$ cat src/rtl/fft_result_writer.sv
// Drains the FFT result SRAM to system memory over an Avalon-MM write master.
// Define FFT_WRITER_PACK_EN to pack {imag, real} pairs into one write each.
module fft_result_writer #(
   parameter int MASTER_ADDRESSWIDTH = 32,
   parameter int DATAWIDTH           = 32,
   parameter int SRAM_ADDRWIDTH      = 9,
   parameter int NUM_WORDS           = 512
) (
   input  logic                           clk,
   input  logic                           n_rst,
   input  logic                           start,
   input  logic [MASTER_ADDRESSWIDTH-1:0] base_address,
   output logic                           f_rden,
   output logic [SRAM_ADDRWIDTH-1:0]      f_address,
   input  logic [15:0]                    f_q,
   output logic [MASTER_ADDRESSWIDTH-1:0] master_address,
   output logic [DATAWIDTH-1:0]           master_writedata,
   output logic                           master_write,
   input  logic                           master_waitrequest,
   output logic                           busy,
   output logic                           done
);

   typedef enum logic [2:0] {
      IDLE, RD, CAP, WR, DONE
`ifdef FFT_WRITER_PACK_EN
      , RD2
`endif
   } state_t;

`ifdef FFT_WRITER_PACK_EN
   localparam int LAST_I = NUM_WORDS / 2 - 1;
   localparam logic [SRAM_ADDRWIDTH-1:0] HALF_A =
      SRAM_ADDRWIDTH'(NUM_WORDS / 2);
`else
   localparam int LAST_I = NUM_WORDS - 1;
   localparam int EXT = DATAWIDTH - 16;
`endif
   localparam logic [SRAM_ADDRWIDTH-1:0] LAST =
      SRAM_ADDRWIDTH'(LAST_I);

   state_t state, state_n;

   logic [MASTER_ADDRESSWIDTH-1:0] base_q;
   logic [SRAM_ADDRWIDTH-1:0]      idx;
   logic [DATAWIDTH-1:0]           data_q;
   logic [MASTER_ADDRESSWIDTH-1:0] wr_off;
   logic                           accept;
   logic                           is_last;

   assign wr_off  = MASTER_ADDRESSWIDTH'({idx, 2'b00});
   assign accept  = (state == WR) && !master_waitrequest;
   assign is_last = (idx == LAST);

   always_ff @(posedge clk or negedge n_rst) begin
      if (!n_rst) begin
         state <= IDLE;
      end else begin
         state <= state_n;
      end
   end

   always_comb begin
      state_n          = state;
      f_rden           = 1'b0;
      f_address        = '0;
      master_write     = 1'b0;
      master_address   = '0;
      master_writedata = '0;
      busy             = 1'b1;
      done             = 1'b0;
      unique case (state)
         IDLE: begin
            busy = 1'b0;
            if (start) state_n = RD;
         end
         RD: begin
            f_rden    = 1'b1;
            f_address = idx;
`ifdef FFT_WRITER_PACK_EN
            state_n   = RD2;
`else
            state_n   = CAP;
`endif
         end
`ifdef FFT_WRITER_PACK_EN
         RD2: begin
            f_rden    = 1'b1;
            f_address = idx + HALF_A;
            state_n   = CAP;
         end
`endif
         CAP: state_n = WR;
         WR: begin
            master_write     = 1'b1;
            master_address   = base_q + wr_off;
            master_writedata = data_q;
            if (!master_waitrequest) state_n = is_last ? DONE : RD;
         end
         DONE: begin
            done    = 1'b1;
            state_n = IDLE;
         end
         default: state_n = IDLE;
      endcase
   end

   always_ff @(posedge clk or negedge n_rst) begin
      if (!n_rst) begin
         base_q <= '0;
         idx    <= '0;
         data_q <= '0;
      end else begin
         if (state == IDLE && start) begin
            base_q <= base_address;
            idx    <= '0;
         end
         if (accept && !is_last) idx <= idx + SRAM_ADDRWIDTH'(1);
`ifdef FFT_WRITER_PACK_EN
         // Real part arrives during RD2, imaginary part during CAP.
         if (state == RD2) data_q <= DATAWIDTH'(f_q);
         if (state == CAP) data_q[31:16] <= f_q;
`else
         if (state == CAP) data_q <= {{EXT{f_q[15]}}, f_q};
`endif
      end
   end

endmodule

$ cat config.mk
export PLATFORM = sky130hd
export DESIGN_NAME = fft_result_writer
export DESIGN_NICKNAME = d
export VERILOG_FILES = /design/src/rtl/fft_result_writer.sv
export SDC_FILE = /design/constraint.sdc
export NUM_CORES = 1
export LEC_CHECK = 0
export BUFFER_PORTS_ARGS = -buffer_cell sky130_fd_sc_hd__buf_2
export CAP_MARGIN = 30
export CORE_MARGIN = 2
export CORE_UTILIZATION = 35
export DETAILED_ROUTE_END_ITERATION = 10
export SYNTH_ARGS = -nofsm -noshare
export SYNTH_HDL_FRONTEND = slang
export SYNTH_SLANG_ARGS = --single-unit
$ cat constraint.sdc
create_clock -name clk -period 3.3 [get_ports clk]
set_input_delay 0.165 -clock clk [delete_from_list [all_inputs] [get_ports clk]]
set_output_delay 0.165 -clock clk [all_outputs]
set_load 0.05 [all_outputs]
==> flow_summary.ini <==
[finish]
multiInputGateArea_um2 = 2100
diodes = 0
nets = 573
area_delta_synth_final_pct = 22.9
final_cell_mix = 124 x buf_2, 60 x dfrtp_1, 43 x mux2_2
final_common_cell = buf_2
seq_area_um2 = 1500
drive_gt1_share_pct = 40.3
fillers = 1116

[synth]
ys_ff_latch = 60
seq_area_frac_synth_pct = 39.1
yosys_warnings = 0
synth_cell_types = 52
synth_area_leaders = dfrtp_1 39%, mux2_2 13%, and2_1 4.7%, ha_1 3.6%, nand2_1 3.2%
yosysTopAreaCell = dfrtp_1
synthArstFlopShare_pct = 100
synthFlopType = dfrtp_1
synth_top_area_share_pct = 39.1
netlist_area_um2 = 3840
syn_nets = 455
avgSynthCellArea_um2 = 9.81
syn_inst = 391
synth-edff-count = 0

[drt]
wl_met3_um = 570
wl_per_cell_um = 15.0
totalWireLength_um = 9790
dr.pass1.iters = 4
vias = 3298
drt_iter0_markers = 139
drt-vias-per-instance = 5.04
ant_nets = 0
met1_length_um = 4430
top_layer = met4
met2_length_um = 4590
drc = 0

[die]
std_cell_rows = 38
dieArea_um2 = 11800
die_h_um = 109
die_w_um = 109
start_util_pct = 35.7
ios = 129
core_area_um2 = 10700

[clock_network]
numCtsBuffers = 9
path_clk_slew_ps = 70
tritoncts = done
cts_sinks = 60
root_buffer = clkbuf_8
htreeDepth = 3
insertion_delay_ps = 340
clockBufferDepth = 2

[status]
status = finished clean

[grt]
grt_pass1_vias = 3165
grt_pass1_wl_um = 15500
antenna_found_initial = 0
grt.overflow.total = 0
grt_util_all_layers_pct = 17.1
grt_max_degree = 40

[sta]
tightest_slew_ps = 903
finalSetupTns_ps = 0
max_freq_ghz = 0.322
finalSetupViolCount = 0
relSlewSlack_pct = 39.8
final_max_slew_viol_count = 0
period_minus_slack_ps = 3110
finalCritPeriodShare_pct = 94.1
grt_setup_unrepaired = false
hold_viol = 0
fin_skew_ps = 7.94

[critical_path]
path_max_fanout = 12
crit_arrival_ps = 2940
start_kind = register
crit_required_ps = 3130
critPathKind = register to output pin
worstSetupEndpointType = output pin

[run]
drv_cap = 0

[worst_hold_path]
hold_path.class = primary input to register

[placed_design]
gp_congestion = 0.819
io_buffers = 128
dp.final_hpwl_um = 7460
[cell type report]
cell class | instances | share of cell area, %
multi-input cells | 290 | 44.5
flip-flops and latches | 60 | 31.8
repair buffers | 136 | 15.1
clock buffers | 15 | 3.74
well taps | 140 | 3.71
inverters | 12 | 0.955
clock inverters | 1 | 0.106
[per-layer routing]
layer | vias up | global-route usage [%]
met3 | 14 | 4.06
met4 | 0 | 7.88
met5 | - | 0
met1 | 1578 | 22.1
li1 | 1617 | -
met2 | 89 | 27.2
[path summary, 6_finish.rpt]
check | start | to | slack [ps] | cells after the start
max in group asynchronous | n_rst | base_q[31] | 1950 | 3
worst max-delay path | idx[0] | master_address[16] | 190 | 9
worst min register to register | data_q[2] | data_q[2] | 500 | 1
worst min-delay path | base_address[28] | base_q[28] | 30 | 3
min in group asynchronous | n_rst | idx[4] | 500 | 2
worst max register to register | idx[0] | idx[2] | 1060 | 9
[worst max-delay path: stages, from the launching register on]
cell and delay (ps):
dfrtp_1 400, ha_1 190, inv_1 60, fa_1 370
and2b_2 270, o2111ai_4 140, and4b_4 300, or4_1 470
a21oi_1 150, clkbuf_4 250
[metrics by stage]
stage	cells	util [%]	setup WS (ps)	cell area, um2	hold slack (ps)
2_1_floorplan	391	-	187	3840	-131
5_1_grt	654	43.9	18.0	4720	21.8
3_3_place_gp	636	42.0	565	4510	352
3_5_place_dp	636	42.0	502	4510	350
6_report	654	43.9	194	4720	29.1
4_1_cts	653	43.7	123	4700	9.71
[cells in the mapped netlist, types with 4 or more instances]
| master | count |
|---|---|
| clkbuf_1 | 5 |
| or4_1 | 4 |
| nand2_1 | 33 |
| and3_1 | 6 |
| ha_1 | 11 |
| o21ai_0 | 20 |
| nand4_1 | 5 |
| inv_1 | 11 |
| buf_2 | 5 |
| o31ai_1 | 5 |
| buf_4 | 16 |
| mux2i_1 | 12 |
| xor2_1 | 4 |
| nor3_1 | 7 |
| nor2_1 | 20 |
| nand2b_1 | 4 |
| dfrtp_1 | 60 |
| nand3_1 | 13 |
| and2_1 | 29 |
| mux2_2 | 43 |
| or3_1 | 12 |
| a21oi_1 | 19 |
| o21ai_1 | 5 |
[state kept, by name, summed over array words and instances (netlist names)]
| name | count |
|---|---|
| base_q | 32 |
| data_q | 16 |
| idx | 9 |
| state | 3 |
[kinds of logic (layout without fill, tap and decap cells)]
family | Yosys count | count (layout) | share of synthesized area, %
adder cells (fa/ha/maj) | 12 | 12 | 4.11
AO/OA/AOI/OAI | 68 | 68 | 11.5
AND/OR/NAND/NOR | 149 | 149 | 21.8
multiplexers | 55 | 55 | 15.7
XOR/XNOR | 6 | 6 | 1.37
buffers and inverters | 41 | 164 | 6.33
flip-flops | 60 | 60 | 39.1
[timing repair]
action,in CTS,in global routing
gates resized for setup,0,7
hold buffers,1,0
buffers inserted,0,1
endpoints found under the setup margin,0,4
endpoints found under the hold margin,38,0
Power is left out: the tool's default activity adds up to more than one toggle a clock period on the data nets, which glitch-free logic cannot reach.
